--- config.mk ---
export PLATFORM = sky130hd
export DESIGN_NAME = ysyx_040066_bpu_nxtpc
export DESIGN_NICKNAME = d
export VERILOG_FILES = /design/src/rtl/ysyx_040066_bpu_nxtpc.sv
export SDC_FILE = /design/constraint.sdc
export NUM_CORES = 2
export LEC_CHECK = 0
export BUFFER_PORTS_ARGS = -buffer_cell sky130_fd_sc_hd__buf_2
export CORE_ASPECT_RATIO = 0.9
export CORE_UTILIZATION = 36
export DETAILED_ROUTE_END_ITERATION = 8
export HOLD_SLACK_MARGIN = 0.03
export PLACE_DENSITY_LB_ADDON = 0.1
export SYNTH_ARGS = -nofsm -noshare
export SYNTH_HDL_FRONTEND = slang
export SYNTH_SLANG_ARGS = --single-unit
--- constraint.sdc ---
create_clock -name clk -period 9.74 [get_ports clk]
set_input_delay 1.461 -clock clk [delete_from_list [all_inputs] [get_ports clk]]
set_output_delay 1.461 -clock clk [all_outputs]
set_load 0.01 [all_outputs]
--- src/rtl/ysyx_040066_bpu_nxtpc.sv ---
// Next-PC unit: owns the fetch PC, predicts via a direct-mapped BTB with 2-bit
// counters, resolves the real next PC in EX and redirects on mispredict.
module ysyx_040066_bpu_nxtpc #(
    parameter int                XLEN        = 64,
    parameter int                BTB_ENTRIES = 16,
    parameter logic [XLEN-1:0]   RESET_PC    = XLEN'(64'h8000_0000)
) (
    input  logic            clk,
    input  logic            rst_n,
    input  logic            if_ready,
    output logic [XLEN-1:0] pc,
    output logic            pred_taken,
    output logic [XLEN-1:0] pred_target,
    input  logic            ex_valid,
    input  logic [XLEN-1:0] ex_pc,
    input  logic            ex_pred_taken,
    input  logic [XLEN-1:0] ex_pred_target,
    input  logic [XLEN-1:0] ex_busA,
    input  logic [XLEN-1:0] ex_imm,
    input  logic            ex_zero,
    input  logic            ex_result0,
    input  logic [2:0]      ex_branch,
    output logic            is_jmp,
    output logic            redirect,
    output logic [XLEN-1:0] redirect_pc,
    output logic [31:0]     branch_cnt,
    output logic [31:0]     mispred_cnt
);

    localparam int IDX  = $clog2(BTB_ENTRIES);
    localparam int TAGW = XLEN - IDX - 2;

    logic            btb_valid  [BTB_ENTRIES];
    logic [TAGW-1:0] btb_tag    [BTB_ENTRIES];
    logic [XLEN-1:0] btb_target [BTB_ENTRIES];
    logic [1:0]      btb_ctr    [BTB_ENTRIES];

    // The carried prediction bit adds nothing once the full target is compared.
    logic unused_pred_taken;
    assign unused_pred_taken = ex_pred_taken;

    logic [IDX-1:0]  lk_idx;
    logic            lk_hit;
    logic [XLEN-1:0] pc_plus4;

    assign lk_idx      = pc[IDX+1:2];
    assign lk_hit      = btb_valid[lk_idx] && (btb_tag[lk_idx] == pc[XLEN-1:IDX+2]);
    assign pc_plus4    = pc + XLEN'(4);
    assign pred_taken  = lk_hit & btb_ctr[lk_idx][1];
    assign pred_target = pred_taken ? btb_target[lk_idx] : pc_plus4;

    logic            taken;
    logic [XLEN-1:0] actual_next;

    always_comb begin
        taken = 1'b0;
        unique case (ex_branch)
            3'b000:  taken = 1'b0;
            3'b001:  taken = 1'b1;
            3'b010:  taken = 1'b1;
            3'b011:  taken = 1'b1;
            3'b100:  taken = ex_zero;
            3'b101:  taken = ~ex_zero;
            3'b110:  taken = ex_result0;
            3'b111:  taken = ex_zero | ~ex_result0;
            default: taken = 1'b0;
        endcase
        actual_next = ((ex_branch == 3'b010) ? ex_busA : ex_pc) + (taken ? ex_imm : XLEN'(4));
        if (ex_branch == 3'b010) actual_next[0] = 1'b0;
    end

    assign is_jmp      = ex_valid & taken;
    assign redirect    = ex_valid & (actual_next != ex_pred_target);
    assign redirect_pc = actual_next;

    logic            upd;
    logic            up_jump;
    logic            up_hit;
    logic [IDX-1:0]  up_idx;
    logic [TAGW-1:0] up_tag;
    logic [1:0]      ctr_cur;
    logic [1:0]      ctr_nxt;
    logic            ctr_we;
    logic            tgt_we;
    logic            alloc;

    assign upd     = ex_valid & (ex_branch != 3'b000);
    assign up_jump = ex_branch inside {3'b001, 3'b010, 3'b011};
    assign up_idx  = ex_pc[IDX+1:2];
    assign up_tag  = ex_pc[XLEN-1:IDX+2];
    assign up_hit  = btb_valid[up_idx] && (btb_tag[up_idx] == up_tag);
    assign ctr_cur = btb_ctr[up_idx];

    always_comb begin
        ctr_nxt = ctr_cur;
        ctr_we  = 1'b0;
        tgt_we  = 1'b0;
        alloc   = 1'b0;
        if (upd) begin
            if (up_hit) begin
                ctr_we = 1'b1;
                if (up_jump) begin
                    ctr_nxt = 2'd3;
                    tgt_we  = 1'b1;
                end else if (taken) begin
                    ctr_nxt = (ctr_cur == 2'd3) ? 2'd3 : ctr_cur + 2'd1;
                    tgt_we  = 1'b1;
                end else begin
                    ctr_nxt = (ctr_cur == 2'd0) ? 2'd0 : ctr_cur - 2'd1;
                end
            end else if (taken) begin
                alloc   = 1'b1;
                ctr_we  = 1'b1;
                tgt_we  = 1'b1;
                ctr_nxt = up_jump ? 2'd3 : 2'd2;
            end
        end
    end

    // Only valid bits and counters need a reset; tags and targets are gated by valid.
    always_ff @(posedge clk or negedge rst_n) begin
        if (!rst_n) begin
            for (int i = 0; i < BTB_ENTRIES; i++) begin
                btb_valid[i] <= 1'b0;
                btb_ctr[i]   <= 2'd0;
            end
        end else if (ctr_we) begin
            btb_ctr[up_idx] <= ctr_nxt;
            if (alloc) btb_valid[up_idx] <= 1'b1;
        end
    end

    always_ff @(posedge clk) begin
        if (tgt_we) btb_target[up_idx] <= actual_next;
        if (alloc)  btb_tag[up_idx]    <= up_tag;
    end

    always_ff @(posedge clk or negedge rst_n) begin
        if (!rst_n) begin
            pc          <= RESET_PC;
            branch_cnt  <= 32'd0;
            mispred_cnt <= 32'd0;
        end else begin
            if (redirect)      pc <= redirect_pc;
            else if (if_ready) pc <= pred_target;
            if (upd)      branch_cnt  <= branch_cnt + 32'd1;
            if (redirect) mispred_cnt <= mispred_cnt + 32'd1;
        end
    end

endmodule

# Word level (Yosys, flattened, before mapping)
# Memories as Yosys holds them, arrays and structs flattened.
# Cells that the tools add are included.
word_totals:
  latchBits: 0
  memories: 2
  romBits: 0
  ram_bits: 1952
  register_bits: 176
mem_list:
  columns: ["memory", "depth", "word_bits", "read_ports", "rd_clocked_by_memory_dff", "write_ports", "line", "source"]
  rows:
  - ["btb_target", 16, 64, 1, 0, 1, "35", "logic [XLEN-1:0] btb_target [BTB_ENTRIES];"]
  - ["btb_tag", 16, 58, 2, 0, 1, "34", "logic [TAGW-1:0] btb_tag [BTB_ENTRIES];"]
op_classes:
  add_sub_neg: 6
  mul: 0
  mux: 44
  n_shift: 0
  n_reduce_logical: 10
  n_eq_ne: 11
  div: 0
  bitwise: 10
  magnitude_cmp: 3
ops:
  columns: ["operator", "count"]
  rows:
  - ["64-bit 2-to-1 mux", 5]
  - ["58-bit equality test", 2]
  - ["32-bit by 1-bit adder with 32-bit output, second input constant", 2]
  - ["64-bit by 3-bit adder with 64-bit output, second input constant", 1]
  - ["64-bit adder", 1]
  - ["64-bit inequality test", 1]
  - ["32-bit bitwise mux", 1]
  - ["2-bit 2-to-1 mux", 12]
  - ["1-bit 2-to-1 mux", 19]
  - ["2-bit binary-select mux with 4-bit select", 2]
  - ["16-bit OR", 1]
  - ["3-bit equality test, second input constant", 4]
  - ["5-bit greater-or-equal comparator, second input constant", 2]
  - ["4-bit NOT with 5-bit output", 2]
  - ["1-bit binary-select mux with 4-bit select", 2]
  - ["2-bit demux with 4-bit select", 1]
  - ["3-bit by 2-bit equality test with 1-bit output, second input constant", 2]
  - ["1-bit case mux with 6 select lines", 1]
  - ["3-bit nonzero test", 2]
  - ["5-bit by 1-bit less-than comparator with 1-bit output, second input constant", 1]
  - ["1-bit AND", 4]
  - ["1-bit demux with 4-bit select", 1]
  - ["3-bit by 1-bit equality test with 1-bit output, second input constant", 1]
  - ["1-bit logical AND", 3]
  - ["10 further kinds", 11]

# Longest topological paths before layout
depth:
  word_depth: 11
  mapped_depth: 26
  depth_no_buf: 19

# Worst setup path before layout
# Ideal clock, no wire load.
synth_path:
  path_type: "in2out"
  startpoint: "input ex_pc[3]"
  endpoint: "output redirect"
  path_slack_ns: 0.447
  cell_stages: 23
  arrival_ns: 7.832
  required_ns: 8.279
  path_cell_list: "buf_1 > buf_1 > clkbuf_1 > clkbuf_1 > clkbuf_1 > clkbuf_1 > nand2_1 > nand2_1 > ha_1 > nand2_1 > a2111oi_0 > o311ai_0 > o211ai_1 > xor2_1 > xor2_1 > or4_1 > or4_1 > or4_1 > nor4_2 > nand2b_2 > buf_6 > buf_6 > inv_2"
synth_via:
  elab_chain_len: 4
synth_rtl:
  columns: ["element", "line", "source"]
  rows:
  - ["start: declaration", "15", "input logic [XLEN-1:0] ex_pc,"]
  - ["64-bit 2-to-1 mux", "68", "actual_next = ((ex_branch == 3'b010) ? ex_busA : ex_pc) + (taken ? ex_imm : XLEN'(4));"]
  - ["64-bit adder", "68", null]
  - ["via redirect_pc[25]", "25", "output logic [XLEN-1:0] redirect_pc,"]
  - ["64-bit inequality test", "73", "assign redirect = ex_valid & (actual_next != ex_pred_target);"]
  - ["1-bit AND", "73", null]
  - ["end: declaration", "24", "output logic redirect,"]
# The timed path passes the listed nets, and every way through them passes these cells.

# Worst setup path after layout
layout_path:
  startpoint: "input ex_branch[1]"
  endpoint: "output redirect"
layout_via:
  elab_chain_len: 8
  word_cells_on_any_way: 16
  cone_classes: "add/sub: 1; eq/ne: 8; mux: 4; bitwise: 1; reduce/logical: 2"
layout_rtl:
  columns: ["element", "line", "source"]
  rows:
  - ["start: declaration", "22", "input logic [2:0] ex_branch,"]
  - ["3-bit by 2-bit equality test with 1-bit output, or another cell as far along", "57, 68, 69", null]
  - ["3-bit OR reduction (no line)", null, null]
  - ["1-bit case mux with 6 select lines", "57", "unique case (ex_branch)"]
  - ["64-bit 2-to-1 mux", "68", null]
  - ["64-bit adder", "68", null]
  - ["1-bit 2-to-1 mux", "69", "if (ex_branch == 3'b010) actual_next[0] = 1'b0;"]
  - ["64-bit inequality test (*)", "73", null]
  - ["1-bit AND (*)", "73", null]
# Mark *: on every way between the ends. The rest lies on a longest branch, timed or not.

==> results_tabular.tex <==
\begin{tabular}{lr}
\hline
Metric & Value \\
\hline
\multicolumn{2}{l}{\textbf{Floorplanning}} \\
Core Region & 0.2761 mm² \\
Row Count & 183 \\
Die H & 501.7 µm \\
I/O pin total & 525 \\
Width of the die & 557.2 µm \\
Die ar. & 0.2795 mm² \\
Effective utilization at floorplan & 36.16\% \\
\multicolumn{2}{l}{\textbf{Synth}} \\
Post-Syn Area & 0.09986 mm² \\
Synth Flop Type & sky130\_fd\_sc\_hd\_\_edfxtp\_1 \\
Async set-or-reset flop fraction in the synthesized netlist & 8.271\% \\
Synth Instances & 5598 \\
Largest area contributor in the synthesized netlist & sky130\_fd\_sc\_hd\_\_edfxtp\_1 \\
Flop and latch count out of synthesis & 2128 \\
Net count after synthesis & 5932 \\
Library cells used by synthesis & 89 \\
Top area cells in the synthesized netlist & sky130\_fd\_sc\_hd\_\_edfxtp\_1, sky130\_fd\_sc\_hd\_\_mux4\_2, sky130\_fd\_sc\_hd\_\_dfrtp\_1 \\
Mean Syn Cell Area & 17.84 µm² \\
Synthesis Warnings & 0 \\
EDFF count, synth & 1952 \\
Sequential-to-total area share from yosys stat & 63.11\% \\
Share of the synthesized area in the top cell type & 58.70\% \\
\multicolumn{2}{l}{\textbf{Global route}} \\
Largest net degree at the start of global routing & 94 \\
Number of global-route vias before repair & 60200 \\
Aggregate global-route resource usage & 27.77\% \\
Global-route wire length before repair & 527800 µm \\
Remaining global-route overflow & 0 \\
Number of antenna violations at the first check in global routing & 75 \\
\multicolumn{2}{l}{\textbf{Outcome}} \\
Outcome & complete, no violations \\
\multicolumn{2}{l}{\textbf{Clock tree}} \\
Post-CTS setup-driven buffer insertion count & 0 \\
Post-cts gate resize count & 0 \\
Clock latency at the later pin of the worst-skew pair & 0.93 ns \\
CTS tree & yes \\
Root cell of the clock tree & sky130\_fd\_sc\_hd\_\_clkbuf\_16 \\
TritonCTS Sinks & 2128 \\
Max clock buf depth & 4 \\
Clock transition at the registers of the reported paths & 0.06 ns \\
Maximum level of the CTS H-tree & 4 \\
Hold bufs inserted after CTS & 0 \\
Clock buffer count from CTS & 234 \\
\multicolumn{2}{l}{\textbf{Timing}} \\
Final hold violations & 0 \\
Count of final max-slew check failures & 0 \\
Worst Skew & 0.07136 ns \\
Measured slew at the worst slew-check pin & 1.236 ns \\
FMAX & 107.9 MHz \\
RSZ-0062 raised after global routing & no \\
Hold slack & 0.4639 ns \\
Final setup violation count & 0 \\
Final-layout setup total negative slack & 0 ns \\
Relative slew slack & 17.50\% \\
Fin crit share & 95.18\% \\
Clock period minus worst slack & 9.270 ns \\
\multicolumn{2}{l}{\textbf{Worst setup path}} \\
Critical path arrival & 7.81 ns \\
Setup crit start kind & input port \\
R2R setup slack & 3.75 ns \\
Crit path required time & 8.28 ns \\
Kind of end point of the critical path & output pin \\
Max Fanout on Critical Path & 60 \\
Worst Setup Path Type & input port to output pin \\
\multicolumn{2}{l}{\textbf{Final layout}} \\
Layout net count & 6664 \\
Area delta synth->final & 17.09\% \\
Share of post-route cells with drive strength above 1 & 36.33\% \\
Utilization after layout & 42.34\% \\
\multicolumn{2}{l}{\textbf{Power}} \\
Total power density per cell area & 248.5 mW/mm² \\
Leakage power of the design & 39.26 nW \\
Max rail drop VDD & 0.1736 mV \\
\multicolumn{2}{l}{\textbf{Detailed routing}} \\
Routed wire length per instance & 38.26 µm \\
Total vias in the final route & 61400 \\
Vias per std cell & 5.993 \\
Residual antenna-violating net count after detailed routing & 0 \\
Drt first pass iters & 8 \\
DRC errors left & 0 \\
DRC marker count from the first detailed-route iteration & 7415 \\
Detailed Route WL & 392000 µm \\
\multicolumn{2}{l}{\textbf{Placed design}} \\
HPWL after detailed placement & 269600 µm \\
Port-buffer cells & 523 \\
Placer's final routability congestion estimate & 0.9675 \\
\multicolumn{2}{l}{\textbf{Job}} \\
Count of maximum capacitance violations & 0 \\
\multicolumn{2}{l}{\textbf{Min path}} \\
Type of the tightest min-delay check & flop to flop \\
\hline
\end{tabular}
logic make-up (layout without fill, tap and decap cells):
| logic type | Yosys count | after routing | synth area share (%) |
|---|---|---|---|
| mux | 1087 | 1087 | 22.54 |
| fa+ha+maj | 68 | 68 | 0.8595 |
| buf+inv | 402 | 1324 | 1.773 |
| compound gates | 462 | 462 | 3.100 |
| flops | 2128 | 2128 | 63.11 |
| other cells | 0 | 25 | 0 |
| xor+xnor | 328 | 328 | 3.030 |
| simple gates | 1123 | 1123 | 5.594 |
state kept, by name, indices dropped and copies added (netlist names):
signal,cells
btb_target,1024
branch_cnt,32
mispred_cnt,32
btb_tag,928
btb_ctr,32
pc,64
btb_valid,16
where the power goes:
group / internal [mW] / switching [mW] / leakage, nW / total (mW)
clock: 5.27 / 3.78 / 3.71 / 9.05
combinational: 3.53 / 5.28 / 15.8 / 8.81
sequential: 10.6 / 0.557 / 19.7 / 11.2
total: 19.4 / 9.62 / 39.3 / 29.1
routing by layer:
layer | vias to the layer above | GRT usage [%] | share of wire [%]
met2 | 2743 | 42.26 | 46
met1 | 33550 | 39.73 | 43
li1 | 24570 | - | -
met3 | 516 | 4.780 | 7.4
met4 | 24 | 10.76 | 4.0
met5 | - | 0 | 0.039
cells in the final DEF, fill, tap and decap left out, types with 39 or more instances in the layout:
cell | Yosys | routed
sky130_fd_sc_hd__a21oi_1 | 132 | 132
sky130_fd_sc_hd__a21oi_2 | 49 | 49
sky130_fd_sc_hd__and3_1 | 95 | 95
sky130_fd_sc_hd__buf_12 | 1 | 47
sky130_fd_sc_hd__buf_2 | 64 | 517
sky130_fd_sc_hd__buf_4 | 14 | 269
sky130_fd_sc_hd__clkbuf_1 | 195 | 51
sky130_fd_sc_hd__clkbuf_16 | 0 | 238
sky130_fd_sc_hd__clkinv_1 | 0 | 40
sky130_fd_sc_hd__clkinv_2 | 0 | 39
sky130_fd_sc_hd__dfrtp_1 | 175 | 171
sky130_fd_sc_hd__edfxtp_1 | 1952 | 1952
sky130_fd_sc_hd__ha_1 | 67 | 67
sky130_fd_sc_hd__inv_1 | 60 | 59
sky130_fd_sc_hd__mux2_2 | 92 | 92
sky130_fd_sc_hd__mux2i_1 | 68 | 68
sky130_fd_sc_hd__mux4_2 | 919 | 919
sky130_fd_sc_hd__nand2_1 | 392 | 391
sky130_fd_sc_hd__nand3_1 | 78 | 78
sky130_fd_sc_hd__nand4_1 | 83 | 83
sky130_fd_sc_hd__nor2_1 | 148 | 118
sky130_fd_sc_hd__nor3_1 | 116 | 111
sky130_fd_sc_hd__nor4_1 | 39 | 39
sky130_fd_sc_hd__o21ai_0 | 82 | 82
sky130_fd_sc_hd__xnor2_1 | 205 | 178
sky130_fd_sc_hd__xor2_1 | 112 | 94
per-stage QoR:
step	setup WS (ns)	instance area (µm²)	total power, mW	std cells
finish	0.4695	116900	29.06	10250
global route	0.1480	116900	29.87	10240
detailed placement	0.5421	109200	20.19	9794
floorplan	0.4470	99860	16.09	5598
global placement	0.4464	109200	20.15	9794
CTS	0.5305	116900	29.20	10220
worst max-delay path: stages:
cell	delay (ns)
sky130_fd_sc_hd__buf_2	0.14
sky130_fd_sc_hd__nand2_1	0.06
sky130_fd_sc_hd__o211ai_1	0.25
sky130_fd_sc_hd__nand2_2	0.10
sky130_fd_sc_hd__buf_4	0.27
sky130_fd_sc_hd__and3_1	0.33
sky130_fd_sc_hd__ha_1	0.66
sky130_fd_sc_hd__nand2_1	0.30
sky130_fd_sc_hd__nor4_1	0.61
sky130_fd_sc_hd__o211ai_1	0.38
sky130_fd_sc_hd__buf_4	0.27
sky130_fd_sc_hd__nand3_1	0.14
sky130_fd_sc_hd__xor2_2	0.19
sky130_fd_sc_hd__xor2_1	0.08
sky130_fd_sc_hd__a2111oi_0	0.62
sky130_fd_sc_hd__buf_4	0.21
sky130_fd_sc_hd__nand4_1	0.19
sky130_fd_sc_hd__or4_1	0.58
sky130_fd_sc_hd__nor4_4	0.28
sky130_fd_sc_hd__buf_12	0.18
sky130_fd_sc_hd__nand2b_4	0.16
sky130_fd_sc_hd__inv_2	0.03
sky130_fd_sc_hd__buf_2	0.13
Yosys cell counts (all sizes together) (5+ instances only):
library cell / number
a2111oi: 8
a211o: 7
a211oi: 18
a21o: 18
a21oi: 181
a221oi: 5
a22oi: 15
a31oi: 11
and2: 12
and3: 95
and4: 21
buf: 146
clkbuf: 195
dfrtp: 175
edfxtp: 1952
ha: 67
inv: 61
mux2: 100
mux2i: 68
mux4: 919
nand2: 392
nand2b: 36
nand3: 78
nand3b: 6
nand4: 84
nor2: 148
nor2b: 8
nor3: 116
nor3b: 11
nor4: 41
nor4b: 8
o2111ai: 9
o211ai: 12
o21a: 16
o21ai: 90
o21bai: 11
o31ai: 9
or2: 29
or3: 15
or4: 16
xnor2: 205
xnor3: 10
xor2: 112
layout make-up:
type	count	area, µm²
diodes	25	62.56
clock buffers	298	6271
clock inverters	128	1393
fillers	24850	159200
inverters	61	230.2
multi-input cells	3068	35700
flip-flops and latches	2128	63040
well taps	3700	4629
repair buffers	837	5604
worst paths after layout:
check / cells after the start / endpoint / startpoint
hold / removal: 1 / mispred_cnt[31] / mispred_cnt[31]
max in group asynchronous: 2 / pc[4] / rst_n
setup / recovery: 23 / redirect / ex_branch[1]
min in group asynchronous: 1 / mispred_cnt[10] / rst_n
hold reg to reg: 1 / mispred_cnt[31] / mispred_cnt[31]
setup reg to reg: 13 / pc[3] / pc[2]
Power figures use the tool's default switching activity.
